[src/rtl/line_mem_responder.sv]
// Line memory responder: loads LINES lines over a valid/ready stream, serves
// line and single-bit accesses for the current line, then streams lines out.
module line_mem_responder #(
  parameter int SIZE    = 5,
  parameter int MEMSIZE = 25,
  parameter int LINES   = 5,
  parameter int IDXW    = 3
) (
  input  logic               clk,
  input  logic               rst,
  input  logic               load_valid,
  input  logic [MEMSIZE-1:0] load_line,
  output logic               load_ready,
  input  logic               read_line,
  output logic [MEMSIZE-1:0] line_out,
  output logic               line_valid,
  input  logic               rd,
  input  logic               wr,
  input  logic [IDXW-1:0]    i_idx,
  input  logic [IDXW-1:0]    j_idx,
  input  logic               wr_bit,
  output logic               bit_out,
  output logic               bit_valid,
  output logic               idx_err,
  input  logic               next_line,
  output logic [5:0]         count,
  output logic               dump_valid,
  output logic [MEMSIZE-1:0] dump_line,
  input  logic               dump_ready,
  output logic               done,
  input  logic               restart
);

  localparam int AW = (LINES > 1) ? $clog2(LINES) : 1;
  localparam int BW = $clog2(MEMSIZE);

  typedef enum logic [1:0] {LOAD, SERVE, DUMP, FINISH} state_e;

  state_e             state_q, state_d;
  logic [AW-1:0]      wptr_q, wptr_d;
  logic [AW-1:0]      rptr_q, rptr_d;
  logic [5:0]         count_q, count_d;
  logic [MEMSIZE-1:0] line_out_q, line_out_d;
  logic               line_valid_q, line_valid_d;
  logic               bit_out_q, bit_out_d;
  logic               bit_valid_q, bit_valid_d;
  logic               idx_err_q, idx_err_d;

  logic [MEMSIZE-1:0] mem [LINES];

  logic [AW-1:0]      cur;
  logic [MEMSIZE-1:0] cur_line;
  logic [BW-1:0]      idx;
  logic               idx_ok;
  logic               load_fire;
  logic               bit_we;

  assign cur      = count_q[AW-1:0];
  assign cur_line = mem[cur];
  assign idx_ok   = (int'(i_idx) < SIZE) && (int'(j_idx) < SIZE);
  assign idx      = BW'(SIZE) * BW'(i_idx) + BW'(j_idx);

  // load_ready is decoded from state but forced low while reset is held.
  assign load_ready = (state_q == LOAD) && !rst;
  assign load_fire  = load_ready && load_valid;
  assign bit_we     = (state_q == SERVE) && wr && idx_ok;

  assign line_out   = line_out_q;
  assign line_valid = line_valid_q;
  assign bit_out    = bit_out_q;
  assign bit_valid  = bit_valid_q;
  assign idx_err    = idx_err_q;
  assign count      = count_q;
  assign dump_valid = (state_q == DUMP);
  assign dump_line  = mem[rptr_q];
  assign done       = (state_q == FINISH);

  // NOTE: every variable gets a default before the case so no path leaves it unassigned (no latches).
  always_comb begin
    state_d      = state_q;
    wptr_d       = wptr_q;
    rptr_d       = rptr_q;
    count_d      = count_q;
    line_out_d   = line_out_q;
    line_valid_d = 1'b0;
    bit_out_d    = bit_out_q;
    bit_valid_d  = 1'b0;
    idx_err_d    = 1'b0;
    case (state_q)
      LOAD: begin
        if (load_fire) begin
          wptr_d = wptr_q + AW'(1);
          if (wptr_q == AW'(LINES - 1)) begin
            state_d = SERVE;
            count_d = '0;
          end
        end
      end
      SERVE: begin
        // All requests below use count_q and the memory as it was before this edge.
        if (read_line) begin
          line_out_d   = cur_line;
          line_valid_d = 1'b1;
        end
        if (rd) begin
          bit_valid_d = 1'b1;
          if (idx_ok) begin
            bit_out_d = cur_line[idx];
          end else begin
            bit_out_d = 1'b0;
            idx_err_d = 1'b1;
          end
        end
        if (wr && !idx_ok) idx_err_d = 1'b1;
        if (next_line) begin
          if (count_q == 6'(LINES - 1)) begin
            state_d = DUMP;
            rptr_d  = '0;
          end else begin
            count_d = count_q + 6'd1;
          end
        end
      end
      DUMP: begin
        if (dump_ready) begin
          if (rptr_q == AW'(LINES - 1)) state_d = FINISH;
          else                          rptr_d  = rptr_q + AW'(1);
        end
      end
      FINISH: begin
        if (restart) begin
          state_d = LOAD;
          wptr_d  = '0;
          rptr_d  = '0;
          count_d = '0;
        end
      end
      default: state_d = LOAD;
    endcase
  end

  // NOTE: sequential state uses non-blocking assignments so all registers update together.
  always_ff @(posedge clk or posedge rst) begin
    if (rst) begin
      state_q      <= LOAD;
      wptr_q       <= '0;
      rptr_q       <= '0;
      count_q      <= '0;
      line_out_q   <= '0;
      line_valid_q <= 1'b0;
      bit_out_q    <= 1'b0;
      bit_valid_q  <= 1'b0;
      idx_err_q    <= 1'b0;
    end else begin
      state_q      <= state_d;
      wptr_q       <= wptr_d;
      rptr_q       <= rptr_d;
      count_q      <= count_d;
      line_out_q   <= line_out_d;
      line_valid_q <= line_valid_d;
      bit_out_q    <= bit_out_d;
      bit_valid_q  <= bit_valid_d;
      idx_err_q    <= idx_err_d;
    end
  end

  // NOTE: the line store has no reset; its contents survive rst and are rewritten by the next load.
  always_ff @(posedge clk) begin
    if (load_fire)   mem[wptr_q]   <= load_line;
    else if (bit_we) mem[cur][idx] <= wr_bit;
  end

endmodule

[config.mk]
export PLATFORM = sky130hd
export DESIGN_NAME = line_mem_responder
export DESIGN_NICKNAME = d
export VERILOG_FILES = /design/src/rtl/line_mem_responder.sv
export SDC_FILE = /design/constraint.sdc
export NUM_CORES = 1
export LEC_CHECK = 0
export CAP_MARGIN = 20
export CORE_ASPECT_RATIO = 0.75
export CORE_MARGIN = 3
export CORE_UTILIZATION = 45
export CTS_BUF_LIST = sky130_fd_sc_hd__clkbuf_8
export DETAILED_ROUTE_END_ITERATION = 12
export GPL_TIMING_DRIVEN = 0
export HOLD_SLACK_MARGIN = 0.02
export PLACE_DENSITY = 0.69
export SETUP_SLACK_MARGIN = 0.02
export SYNTH_ARGS = -nofsm -noshare
export SYNTH_HDL_FRONTEND = slang
export SYNTH_SLANG_ARGS = --single-unit
[constraint.sdc]
create_clock -name clk -period 2.5 [get_ports clk]
set_input_delay 0.375 -clock clk [delete_from_list [all_inputs] [get_ports clk]]
set_output_delay 0.375 -clock clk [all_outputs]
set_load 0.005 [all_outputs]
==> results.md, run 1 <==
- HPWL Detailed: slightly below 20 mm
- Top FF cell, synth: edfxtp_1
- Die Wd: 170 um
- Clk_lat worst skew: approximately 480 ps
- Most numerous cell in the Yosys netlist: nor2_1
- Initial Util: between 40% and 50%
- Critical Path AT: just over 3000 ps
- Final min period: around 2700 ps
- Int Pwr: around 0.0084 W
- GRT Util Overall: 26.8%
- Synth top area share: 41.2%
- Worst path buffer plus inverter count: 2
- Die Span Y: between 100 and 150 um
- Post-Syn Area: just over 9000 um2
- Antenna violations before repair: 0
- Grt peak-use layer: met1
- Iter 0 DRT Violations: about 1.1k
- Comb power frac: about three fifths
- Flop2flop setup slack: -190 ps
- Simple-gate area share of the yosys netlist: 11.4%
- Crit path cell chain: clkinvlp_4, buf_2, mux2i_1, a22o_1, nand2_1, a41oi_1, o211ai_1
- Layout net count: between 1k and 1.5k
- Main combinational cell family by area after synthesis: multiplexers
- # fillers: approximately 1.2k
- Fraction of registers with async set/reset: between 20% and 30%
- Max-slew headroom: 51.5%
- Critical path launch point: count[2]$_DFFE_PP0P_
- Final WS setup: -193 ps
- Per-cell routed wire length: approximately 27 um
- Via count of the first global-routing pass: 7,035
- RSZ-0062 raised after global routing: true
- Tightest Hold Check Type: input port to asynchronous set/reset pin
- Final core occ: a little over 70%
- Crit path launch type: flip-flop
- GPL Wtd Cong: 0.984
- Max stage delay on crit path: approximately 610 ps
- Synth Area in Compound Gates: 10.8%
- R2r startpoint: count[2]$_DFFE_PP0P_
- Actual slew at the worst max-slew pin: just over 700 ps
- Maximum capacitance violations: 0
- Std-Cell Rows: 44
- Antenna viol nets, final: 0
- Cts bufs inserted: 17
- Crit path to: bit_out$_DFFE_PP0P_
- Reg power frac: between 20% and 30%
- Slew Viols, Final: 0
- Max VDD drop: around 400 uV
- Mux contribution to synthesized area: between 10% and 20%
- Delay-heaviest family, CP: buffers and inverters
- GR Util met3: roughly 6.5%
- Cell taking the most area after synthesis: edfxtp_1
- Violated checks: setup timing
- Clock slew at reported path FFs: approximately 100 ps
- Sw Share: 41.8%
- Vias per std cell: around 6.4
- CP max stage cell: mux2i_1
- Crit path kind: flip-flop to flip-flop
- Syn Area/Cell: 12.0 um2
- Worst Skew: 17.5 ps
- Met1 Usage GRT: 40.6%
- Commonest cells in the netlist: 144 x nor2_1, 125 x edfxtp_1, 47 x nand2_1
- CP required: between 2000 and 3000 ps
- Final setup vio count: roughly 140
- Adder-cell share of the synthesized area: approximately 2.7%
- Net Switching: 0.00599 W
- Root Driver: clkbuf_8
- Synth area leaders: edfxtp_1 41%, dfrtp_1 12%, mux4_2 9.4%, nor2_1 5.9%, mux2i_1 4.2%
- R2R cell count: 7
- IO Port Bufs: 103
- Setup TNS Final: -7470 ps
- Peak Freq: 371 MHz
- Pin count of the biggest net entering global routing: 36
- Yosys reg bits: between 150 and 200
- Cell Pwr Density: around 1000 nW/um2
- Die Area: approximately 22,000 um2
- Nature of the critical path endpoint: flip-flop
- Syn Inst Count: ~760
- Total core area: just under 20,000 um2
- DR pass1 iterations: 6
- Area growth, synth to finish: 51.9%
- Outcome: finished with violations
- Clk buf depth: 2
- Xor/xnor share of the synthesized area: less than 1%
- IO Pins: roughly 100
- H-Tree Depth: 4
- Share of cells above drive strength 1: roughly 47%
- Synth Warn #: 0
- Post-CTS Hold Buffers: 0
- Via count: ~8.0k
- Clock sink count: around 170
- Worst path depth: 7
- Synthesized Nets: slightly above 800
- Clock power share: approximately an eighth
- Final period util: 108%
- DRC Markers: 0
- Fin. Hold Viols: 0
- Post-synth EDFFs: about 130
- CTS tree: yes
- RR Endpoint: bit_out$_DFFE_PP0P_
- GRT overflow: 0
- Distinct cells, synth: 62
- Met2 GRT Util: between 30 and 40%
- Critical path fanouts, max: 10
- Static Leak: 4.94 nW
- DRT Wirelength: between 30 and 40 mm
- Global-route wire length before repair: 43.6 mm
- Register area share after synthesis: 52.9%
[what timing repair did]
item | CTS | global route
setup endpoints to repair | 286 | 261
gates resized for setup | 297 | 258
pin swaps | 16 | 38
gates cloned | 6 | 8
buffers inserted | 52 | 45
[cell usage in the layout, fill, tap and decap left out, drive strengths merged, types with 5 or more instances in the layout]
master / n
a21o: 25
a21oi: 21
a22oi: 5
a31oi: 16
a41oi: 5
and2: 6
and3: 6
buf: 148
clkbuf: 51
clkdlybuf4s50: 72
clkinv: 6
dfrtp: 43
edfxtp: 125
ha: 18
inv: 21
mux2: 30
mux2i: 41
mux4: 38
nand2: 47
nand3: 10
nor2: 145
nor2b: 5
nor3: 12
o211ai: 5
o21ai: 35
o22ai: 7
xnor2: 5
[state kept, by name (all words and copies together) (netlist names)]
signal      flops
state_q         2
bit_out         1
idx_err         1
line_out       25
mem           125
bit_valid       1
count           6
rptr_q          3
line_valid      1
wptr_q          3
[worst min path at each step]
| stage | start | to | slack [ps] |
|---|---|---|---|
| 2_1_floorplan | line_out[12]$_DFFE_PP0P_ | line_out[12]$_DFFE_PP0P_ | 460 |
| 3_3_place_gp | line_out[12]$_DFFE_PP0P_ | line_out[12]$_DFFE_PP0P_ | 450 |
| 3_5_place_dp | line_out[22]$_DFFE_PP0P_ | line_out[22]$_DFFE_PP0P_ | 460 |
| 4_1_cts | rst | rptr_q[2]$_DFFE_PP0P_ | 180 |
| 5_1_grt | rst | rptr_q[1]$_DFFE_PP0P_ | 190 |
| 6_report | rst | rptr_q[1]$_DFFE_PP0P_ | 180 |
[cell type report]
| class | count | area [um2] | area share [%] |
|---|---|---|---|
| Clock inverter | 12 | 76.3 | 0.551 |
| Inverter | 16 | 73.8 | 0.533 |
| Multi-Input combinational cell | 525 | 5520 | 39.8 |
| Tap cell | 253 | 317 | 2.28 |
| Timing Repair Buffer | 209 | 2230 | 16.1 |
| Buffer | 45 | 539 | 3.89 |
| Sequential cell | 168 | 4830 | 34.9 |
| Antenna cell | 1 | 2.50 | 0.0181 |
| Clock buffer | 20 | 275 | 1.99 |
[cells by family after synthesis]
logic type | after synthesis
multiplexers | 109
buffers and inverters | 67
flip-flops | 168
XOR/XNOR | 6
adder cells (fa/ha/maj) | 19
AO/OA/AOI/OAI | 145
AND/OR/NAND/NOR | 245
[power groups by stage]
stage | Combinational [W] | Sequential (W) | Clock (W)
3_3_place_gp | 0.00562 | 0.00373 | 0
6_report | 0.00884 | 0.00370 | 0.00181
5_1_grt | 0.00915 | 0.00374 | 0.00192
4_1_cts | 0.00705 | 0.00368 | 0.00178
3_5_place_dp | 0.00568 | 0.00374 | 0
2_1_floorplan | 0.00332 | 0.00371 | 0
[routing by layer]
metal  vias up  wire (um)
li1       3300          -
met1      3912      13200
met2       612      14600
met3       133       4300
met4         0       1410
met5         -          0
[per-stage QoR]
step	cells	setup WS [ps]	cell area (um2)	power, W	hold slack, ps
floorplan	759	-266	9370	0.00703	463
global placement	1115	-1540	10700	0.00935	454
detailed placement	1116	-1540	10700	0.00942	465
CTS	1205	-160	12400	0.0125	177
global route	1248	-211	13900	0.0148	195
finish	1249	-193	13900	0.0143	183
Power figures use the tool's default switching activity.
==> inputs of run 2 (changes only) <==
--- a/config.mk
+++ b/config.mk
@@ -5,7 +5,7 @@
 export SDC_FILE = /design/constraint.sdc
 export NUM_CORES = 1
 export LEC_CHECK = 0
-export CAP_MARGIN = 20
+export CAP_MARGIN = 40
 export CORE_ASPECT_RATIO = 0.75
 export CORE_MARGIN = 3
 export CORE_UTILIZATION = 45
@@ -13,7 +13,7 @@
 export DETAILED_ROUTE_END_ITERATION = 12
 export GPL_TIMING_DRIVEN = 0
 export HOLD_SLACK_MARGIN = 0.02
-export PLACE_DENSITY = 0.69
+export PLACE_DENSITY_LB_ADDON = 0.2
 export SETUP_SLACK_MARGIN = 0.02
 export SYNTH_ARGS = -nofsm -noshare
 export SYNTH_HDL_FRONTEND = slang
==> run 2 against run 1 <==
  * The flow still finishes with violations (setup timing)
  * Non-clock buffer count down 4
  * Utilization down 0.63 points
  * Clock-buffer cell count down 3
  * Clock power up 6%
  * Sequential share of layout area up 0.32 points
  * Register-to-register slack better by 140 ps
  * Die area unchanged
  * Hold slack better by 11 ps
  * Critical path type is now input port to flip-flop
  * Sequential power about the same
  * Final cell count down 0.40%
==> results.md, run 2 (synthesis results as in run 1) <==
- Nature of the critical path endpoint: flip-flop
- Cts bufs inserted: 17 (unchanged)
- HPWL Detailed: 19.8 mm (+1.7%)
- Placed insts: 1,118 (+0.18%)
- DRT Wirelength: 32.6 mm (-2.9%)
- Setup TNS Final: -8810 ps (-1340 ps)
- Final setup vio count: 149 (+10%)
- CP required: 2700 ps (-160 ps)
- Die Span Y: 129 um (unchanged)
- Layout net count: 1,037 (-0.48%)
- Crit path kind: input port to flip-flop
- Maximum capacitance violations: 0 (unchanged)
- GPL Wtd Cong: 0.974 (-1.0%)
- Clk buf depth: 2 (unchanged)
- R2R cell count: 11 (+4)
- Commonest non-fill, non-tap cells in the layout: 125 x edfxtp_1, 82 x nor2_4, 72 x clkdlybuf4s50_1
- Share of cells above drive strength 1: 46.1% (-0.57 points)
- Final WS setup: -101 ps (+91.6 ps)
- CTS tree: yes
- Peak Freq: 384 MHz (+3.5%)
- Post-CTS Hold Buffers: 0 (unchanged)
- IO Port Bufs: 103 (unchanged)
- Crit path launch type: input port
- Die Area: 22,000 um2 (unchanged)
- Tightest Hold Check Type: input port to asynchronous set/reset pin
- H-Tree Depth: 4 (unchanged)
- Area after DPL: 10,800 um2 (+0.18%)
- Max VDD drop: 459 uV (+14%)
- Global-route wire length before repair: 46.4 mm (+6.5%)
- Leading cell type in the layout, fill and taps excluded: edfxtp_1
- Root Driver: clkbuf_8
- Design Area, Final: 13,700 um2 (-0.89%)
- RSZ-0062 raised after global routing: true
- Via count: 7,854 (-1.3%)
- Violated checks: setup timing
- Critical path fanouts, max: 6 (-4)
- Final min period: 2600 ps (-91.6 ps)
- Initial Util: 46.5% (unchanged)
- Per-cell routed wire length: 26.2 um (-2.5%)
- Antenna viol nets, final: 0 (unchanged)
- Cell Pwr Density: 1020 nW/um2 (-1.7%)
- Max FFs per register: 125 (unchanged)
- Slew Viols, Final: 0 (unchanged)
- Outcome: finished with violations
- Pin count of the biggest net entering global routing: 37 (+2.8%)
- Critical Path AT: 2800 ps (-250 ps)
- Clock slew at reported path FFs: 90 ps (about the same)
- IO Pins: 104 (unchanged)
- Total core area: 19,600 um2 (unchanged)
- Max-slew headroom: 49.1% (-2.5 points)
- Clock sink count: 168 (unchanged)
- Fin cells: 1,244 (-0.40%)
- Std-Cell Rows: 44 (unchanged)
- Die Wd: 170 um (unchanged)
- Fin. Hold Viols: 0 (unchanged)
- Antenna violations before repair: 1 (+1)
- Final period util: 104% (-3.7 points)
- GRT overflow: 0 (unchanged)
- Worst Skew: 17.0 ps (-0.452 ps)
- Vias per std cell: 6.31 (-0.90%)
- DR pass1 iterations: 6 (unchanged)
- Area growth, synth to finish: 50.6%
- DRC Markers: 0 (unchanged)
- GRT Util Overall: 29.0% (+2.2 points)
- Via count of the first global-routing pass: 7,465 (+6.1%)
- Iter 0 DRT Violations: 994 (-7.2%)
- Static Leak: 4.85 nW (-1.7%)
- Most flop-heavy register: mem
- Clk_lat worst skew: 480 ps (about the same)
- Actual slew at the worst max-slew pin: 764 ps (+57.1 ps)
## run 2: changes by cell type in the layout (fill, tap and decap cells not counted), moves of 5 or more
cell       delta
clkbuf_16     -7
nor2_4        -7
nor2_1        +6
buf_6         +5
## run 2: power breakdown
group | internal [W] | switching (W) | total [W] | leakage [nW]
registers | 0.00345 | 0.000251 | 0.00370 | 1.67
logic | 0.00388 | 0.00447 | 0.00835 | 2.99
clock network | 0.000870 | 0.00105 | 0.00192 | 0.191
total | 0.00820 | 0.00577 | 0.0140 | 4.85
## run 2: through the flow
step,utilization [%],hold slack (ps),setup slack (ps),total power [W]
detailed placement,54.9,468,-1410,0.00946
global placement,54.7,463,-1600,0.00939
global route,70.1,184,-144,0.0145
floorplan,-,463,-266,0.00703
CTS,67.7,167,-145,0.0133
finish,70.1,195,-101,0.0140
## run 2: final timing paths
| check | from | to | slack [ps] |
|---|---|---|---|
| hold reg to reg | line_out[14]$_DFFE_PP0P_ | line_out[14]$_DFFE_PP0P_ | 480 |
| hold / removal | rst | wptr_q[1]$_DFFE_PP0P_ | 190 |
| setup reg to reg | state_q[1]$_DFFE_PP0P_ | mem[1][6]$_DFFE_PP_ | -50 |
| max in group asynchronous | rst | line_out[16]$_DFFE_PP0P_ | 1850 |
| min in group clk | j_idx[1] | idx_err$_DFF_PP0_ | 440 |
| setup / recovery | i_idx[0] | mem[1][6]$_DFFE_PP_ | -100 |
## run 2: repair_timing
item / in CTS / in global routing
hold endpoints to repair: 0 / 0
endpoints found under the setup margin: 286 / 286
gates resized for setup: 439 / 112
setup buffers: 62 / 37
cloned: 12 / 0
pin swaps: 26 / 45
## run 2: area by class of cell
type | instances | area (um2)
Tap cell | 253 | 317
Clock inverter | 15 | 136
Fill cell | 1261 | 5870
Sequential cell | 168 | 4830
Antenna cell | 1 | 2.50
Timing Repair Buffer | 207 | 2170
Multi-Input combinational cell | 524 | 5470
Buffer | 43 | 502
Clock buffer | 17 | 234
Inverter | 16 | 66.3
## run 2: critical path: stages
cell,delay [ps]
buf_8,100
ha_4,230
ha_4,280
fa_2,480
clkinv_4,90
nand2_8,50
a31o_4,230
buf_12,120
buf_6,110
mux2_4,410
buf_16,200
nor2_4,90
## run 2: routing by layer
| metal | global-route usage, % | part of all wire (%) | vias to the layer above |
|---|---|---|---|
| li1 | - | - | 3289 |
| met1 | 41.7 | 40 | 3862 |
| met2 | 41.3 | 43 | 568 |
| met3 | 8.87 | 12 | 135 |
| met4 | 11.9 | 4.2 | 0 |
| met5 | 0 | 0 | - |
